## config.mk

```make
export PLATFORM = sky130hd
export DESIGN_NAME = aibio_outclk_phsel_ctrl_flat
export DESIGN_NICKNAME = d
export VERILOG_FILES = /design/src/rtl/aibio_outclk_phsel_ctrl_if.sv /design/src/rtl/aibio_outclk_phsel_ctrl.sv /design/src/flat_wrapper.sv
export SDC_FILE = /design/constraint.sdc
export NUM_CORES = 1
export LEC_CHECK = 0
export ABC_AREA = 1
export CAP_MARGIN = 20
export CORE_ASPECT_RATIO = 1.25
export CORE_MARGIN = 3
export CORE_UTILIZATION = 60
export CTS_CLUSTER_DIAMETER = 120
export DETAILED_ROUTE_END_ITERATION = 16
export DONT_BUFFER_PORTS = 1
export GPL_ROUTABILITY_DRIVEN = 0
export PLACE_DENSITY = 0.76
export SYNTH_ARGS = -nofsm -noshare
export SYNTH_HDL_FRONTEND = slang
export SYNTH_SLANG_ARGS = --single-unit
```

## constraint.sdc

```tcl
create_clock -name i_clk -period 4 [get_ports i_clk]
set_input_delay 0.6 -clock i_clk [delete_from_list [all_inputs] [get_ports i_clk]]
set_output_delay 0.6 -clock i_clk [all_outputs]
set_load 0.01 [all_outputs]
```

## src/rtl/aibio_outclk_phsel_ctrl_if.sv

```systemverilog
// Request/status bundle between a phase-select requester and the output-clock phase sequencer.
// Member names are seen from the sequencer side: i_* are its inputs, o_* its outputs.
interface aibio_outclk_phsel_ctrl_if;
  logic       i_req_vld;
  logic [3:0] i_phsel_tgt;
  logic       o_req_rdy;
  logic [3:0] o_clksel;
  logic       o_busy;
  logic       o_done;

  modport master (
    output i_req_vld, i_phsel_tgt,
    input  o_req_rdy, o_clksel, o_busy, o_done
  );

  modport slave (
    input  i_req_vld, i_phsel_tgt,
    output o_req_rdy, o_clksel, o_busy, o_done
  );
endinterface

```

## src/rtl/aibio_outclk_phsel_ctrl.sv

```systemverilog
// Walks the DLL 16:1 output-clock mux select one phase at a time along the shorter circular
// path, holding every code SETTLE_CYC cycles so the mux output never jumps more than one step.
module aibio_outclk_phsel_ctrl #(
  parameter int unsigned SETTLE_CYC = 8,
  parameter logic [3:0]  RESET_SEL  = 4'd0
) (
  input  logic                          i_clk,
  input  logic                          i_rst_n,
  aibio_outclk_phsel_ctrl_if.slave      bus
);

  typedef enum logic [1:0] {
    IDLE   = 2'd0,
    SETTLE = 2'd1,
    DONE   = 2'd2
  } state_t;

  localparam logic [7:0] RELOAD = 8'(SETTLE_CYC - 1);

  state_t     r_state;
  logic [3:0] r_clksel;
  logic [3:0] r_tgt;
  logic [7:0] r_cnt;
  logic       r_done;

  // One step toward tgt; a distance of exactly 8 resolves upward.
  function automatic logic [3:0] stepToward(input logic [3:0] cur, input logic [3:0] tgt);
    logic [3:0] d;
    d = tgt - cur;
    if (d == 4'd0)      return cur;
    else if (d <= 4'd8) return cur + 4'd1;
    else                return cur - 4'd1;
  endfunction

  // A zero-step request passes through one empty settle cycle so o_done lands one cycle later.
  always_ff @(posedge i_clk or negedge i_rst_n) begin
    if (!i_rst_n) begin
      r_state  <= IDLE;
      r_clksel <= RESET_SEL;
      r_tgt    <= RESET_SEL;
      r_cnt    <= 8'd0;
      r_done   <= 1'b0;
    end else begin
      r_done <= 1'b0;
      case (r_state)
        IDLE: begin
          if (bus.i_req_vld) begin
            r_tgt   <= bus.i_phsel_tgt;
            r_state <= SETTLE;
            if (bus.i_phsel_tgt != r_clksel) begin
              r_clksel <= stepToward(r_clksel, bus.i_phsel_tgt);
              r_cnt    <= RELOAD;
            end else begin
              r_cnt    <= 8'd0;
            end
          end
        end
        SETTLE: begin
          if (r_cnt != 8'd0) begin
            r_cnt <= r_cnt - 8'd1;
          end else if (r_clksel != r_tgt) begin
            r_clksel <= stepToward(r_clksel, r_tgt);
            r_cnt    <= RELOAD;
          end else begin
            r_state <= DONE;
            r_done  <= 1'b1;
          end
        end
        DONE: begin
          r_state <= IDLE;
        end
        default: begin
          r_state <= IDLE;
        end
      endcase
    end
  end

  assign bus.o_clksel  = r_clksel;
  assign bus.o_done    = r_done;
  assign bus.o_req_rdy = (r_state == IDLE);
  assign bus.o_busy    = (r_state != IDLE);

endmodule

```

## src/flat_wrapper.sv

```systemverilog
// flat-port wrapper written by rule: the top's interface ports become plain ports
module aibio_outclk_phsel_ctrl_flat 
#(
  parameter int unsigned SETTLE_CYC = 8,
  parameter logic [3:0]  RESET_SEL  = 4'd0
)
  (i_clk, i_rst_n, bus_i_req_vld, bus_i_phsel_tgt, bus_o_req_rdy, bus_o_clksel, bus_o_busy, bus_o_done);
  aibio_outclk_phsel_ctrl_if bus_i ();
  input  logic i_clk;
  input  logic i_rst_n;
  input wire logic [$bits(bus_i.i_req_vld)-1:0] bus_i_req_vld;
  input wire logic [$bits(bus_i.i_phsel_tgt)-1:0] bus_i_phsel_tgt;
  output wire logic [$bits(bus_i.o_req_rdy)-1:0] bus_o_req_rdy;
  output wire logic [$bits(bus_i.o_clksel)-1:0] bus_o_clksel;
  output wire logic [$bits(bus_i.o_busy)-1:0] bus_o_busy;
  output wire logic [$bits(bus_i.o_done)-1:0] bus_o_done;
  assign bus_i.i_req_vld = bus_i_req_vld;
  assign bus_i.i_phsel_tgt = bus_i_phsel_tgt;
  assign bus_o_req_rdy = bus_i.o_req_rdy;
  assign bus_o_clksel = bus_i.o_clksel;
  assign bus_o_busy = bus_i.o_busy;
  assign bus_o_done = bus_i.o_done;
  aibio_outclk_phsel_ctrl #(.SETTLE_CYC(SETTLE_CYC), .RESET_SEL(RESET_SEL)) u_core (.i_clk(i_clk), .i_rst_n(i_rst_n), .bus(bus_i));
endmodule
```

==> results.sh <==
export IMPL_status="complete, no violations"
export IMPL_critical_path_slowest_cell="dfrtp_1"
export IMPL_layout_nets=225
export IMPL_whs_ns=0.4254
export IMPL_drt_first_pass_iters=4
export IMPL_dpl_worst_slack_ns=1.807
export IMPL_rsz0062_at_grt="false"
export IMPL_synth_cell_types=30
export IMPL_synth_flop_cell="dfrtp_1"
export IMPL_yosysTopAreaCell="dfrtp_1"
export IMPL_cts_sinks=19
export IMPL_dieHeight_um=62.72
export IMPL_syn_inst=202
export IMPL_via_per_inst=5.343
export IMPL_finalClockSkew_ns=0.004105
export IMPL_yosysMostFrequentCell="nand2_1"
export IMPL_final_hold_viol_count=0
export IMPL_setup_ws_ns=1.820
export IMPL_drtIter0Drc=30
export IMPL_final_antenna_net_count=0
export IMPL_rows=19
export IMPL_ir_drop_uv=224.2
export IMPL_clkTransAtPathRegs_ns=0.11
export IMPL_async_reset_ff_share_pct=100.0
export IMPL_finalWorstPathRequiredPeriod_ns=2.180
export IMPL_start_kind="flop"
export IMPL_routed_wl_um=3124
export IMPL_drive_above_1_share_pct=20.00
export IMPL_leakagePower_nw=0.8956
export IMPL_grt_pass1_wl_um=5250
export IMPL_synthTopCellsByArea="dfrtp_1 (31%), nand2_1 (13%), ha_1 (8.1%), inv_1 (6.6%), nand3_1 (6.5%)"
export IMPL_portBuffers=0
export IMPL_power_density_nw_per_um2=209.3
export IMPL_synth_top_area_share_pct=30.79
export IMPL_endpoint_kind="flop"
export IMPL_path_class="reg2reg"
export IMPL_hp_class="in2reg"
export IMPL_syn2layout_area_growth_pct=3.161
export IMPL_timing_critical_path_mode_cell="nand2_1"
export IMPL_via_count=1261
export IMPL_diodes=0
export IMPL_grt_pass1_vias=1284
export IMPL_drc_errors=0
export IMPL_slew_headroom_pct=41.49
export IMPL_cp_data_arrival_time_ns=2.38
export IMPL_grt_usage_pct=21.31
export IMPL_syn_area_per_cell_sq_um=7.643
export IMPL_max_cap_violations=0
export IMPL_synth_common_cells="nand2_1 (53), inv_1 (27), nand3_1 (20)"
export IMPL_cp_top_family="simple AND/OR/NAND/NOR gates"
export IMPL_dp_hpwl_um=2490
export IMPL_yosys_warnings=0
export IMPL_synth_edf_count=0
export IMPL_dieArea_sq_um=3222
export IMPL_fmax_mhz=458.7
export IMPL_pin_count=14
export IMPL_cts_root_buf="clkbuf_4"
export IMPL_worst_path_max_fanout=7
export IMPL_antenna_found_initial=0
export IMPL_clock_latency_ns=0.30
export IMPL_cp_required_ns=4.20
export IMPL_wl_per_cell_um=13.24
export IMPL_htreeDepth=1
export IMPL_numCtsBuffers=3
export IMPL_clock_path_buffers=2
export IMPL_ys_seq_area_share_pct=30.79
export IMPL_cp_num_buf_inv=2
export IMPL_final_util_pct=68.37
export IMPL_initial_core_util_pct=66.27
export IMPL_worst_pin_slew_ns=0.8748
export IMPL_crit_chain="ha_1 > inv_1 > fa_1 > nor2_1 > nand3_1 > nand3b_1 > nand2_1 > nand2_1 > nand2_2 > inv_2 > nand2_1 > nand2_1"
export IMPL_synth_area_sq_um=1544
export IMPL_place_area_sq_um=1556
export IMPL_setup_viol=0
export IMPL_cts_resized=0
export IMPL_coreArea_sq_um=2330
export IMPL_cp_slowest_stage_delay_ns=0.53
export IMPL_tns_ns=0
export IMPL_ys_seq_elements=19
export IMPL_nFillCells=211
export IMPL_syn_nets=221
export IMPL_grt_max_degree=20
export IMPL_overflow=0
export IMPL_fin_crit_sh_pct=54.51
export IMPL_slew_viol_final=0
export IMPL_fin_area_sq_um=1593
export IMPL_cts_tree="yes"
export IMPL_fp_dieW_um=51.37
export IMPL_cts_setup_buffers=0
flip-flops by register name, indices dropped and copies added, names as in the netlist:
name                 flops
u_core.bus.o_done        1
u_core.bus.o_clksel      4
u_core.r_tgt             4
u_core.r_state           2
u_core.r_cnt             8
final cells by class:
type	instances	area [sq um]	share of cell area (%)
Sequential cell	19	475.5	29.85
Inverter	39	148.9	9.348
Multi-Input combinational cell	142	893.4	56.09
Tap cell	31	38.79	2.435
Timing Repair Buffer	1	10.01	0.6284
Clock buffer	4	26.28	1.650
where the power goes:
group	leakage (nW)	internal [mW]	switching (mW)
Clock	0.0150	0.0388	0.0592
Combinational	0.644	0.0132	0.0265
Sequential	0.237	0.194	0.00143
Total	0.896	0.246	0.0871
kinds of logic after synthesis:
logic type / count (synthesis) / share of synthesized area (%)
and+or+nand+nor: 110 / 37.93
buffers and inverters: 41 / 11.35
DFF: 19 / 30.79
AOI/OAI and AO/OA: 16 / 6.969
adders and majority gates: 12 / 10.70
xor gates and xnor gates: 4 / 2.269
metal layers:
metal  vias up  GRT usage [%]  routed length, um
li1        648              -                  -
met5         -              0                  0
met3         8          2.864                 88
met1       581          22.15               1254
met4         0          10.82                 85
met2        24          39.65               1694
cells in the final DEF, fill, tap and decap left out, types with 2 or more instances in the layout:
cell      Yosys  layout
nor2_1        6       6
dfrtp_1      19      19
a21oi_1       4       4
inv_2        11      11
nand3_1      20      20
nand2_1      53      53
inv_1        27      27
o21ai_2       5       5
xor2_1        4       4
fa_1          2       2
nand2_2       7       7
o21ai_1       2       2
ha_1         10      10
nand2_4       4       4
clkbuf_4      0       3
nor3_1        4       4
o21ai_0       3       3
nand4_1       6       6
nor2_4        3       3
worst paths after layout:
check	start	to	slack [ns]	depth (start not counted)
setup / recovery	u_core.bus.o_clksel[0]$_DFFE_PN0P_	u_core.bus.o_clksel[1]$_DFFE_PN0P_	1.82	12
hold / removal	bus_i_phsel_tgt[3]	u_core.r_tgt[3]$_DFFE_PN0P_	0.43	2
setup reg to reg	u_core.bus.o_clksel[0]$_DFFE_PN0P_	u_core.bus.o_clksel[1]$_DFFE_PN0P_	1.82	12
hold reg to reg	u_core.r_tgt[2]$_DFFE_PN0P_	u_core.r_tgt[2]$_DFFE_PN0P_	0.50	2
max in group asynchronous	i_rst_n	u_core.r_tgt[2]$_DFFE_PN0P_	2.61	1
min in group asynchronous	i_rst_n	u_core.r_tgt[3]$_DFFE_PN0P_	0.85	1
timing repair:
| action | CTS | global route |
|---|---|---|
| endpoints found under the setup margin | 0 | 0 |
| hold buffers | 1 | 0 |
| endpoints found under the hold margin | 19 | 0 |
stage by stage:
stage	power, mW	cells
after global routing	0.3505	236
final	0.3333	236
after detailed placement	0.2346	231
after floorplan	0.2283	202
after global placement	0.2324	231
after CTS	0.3366	236
(Power assumes the default switching activity.)
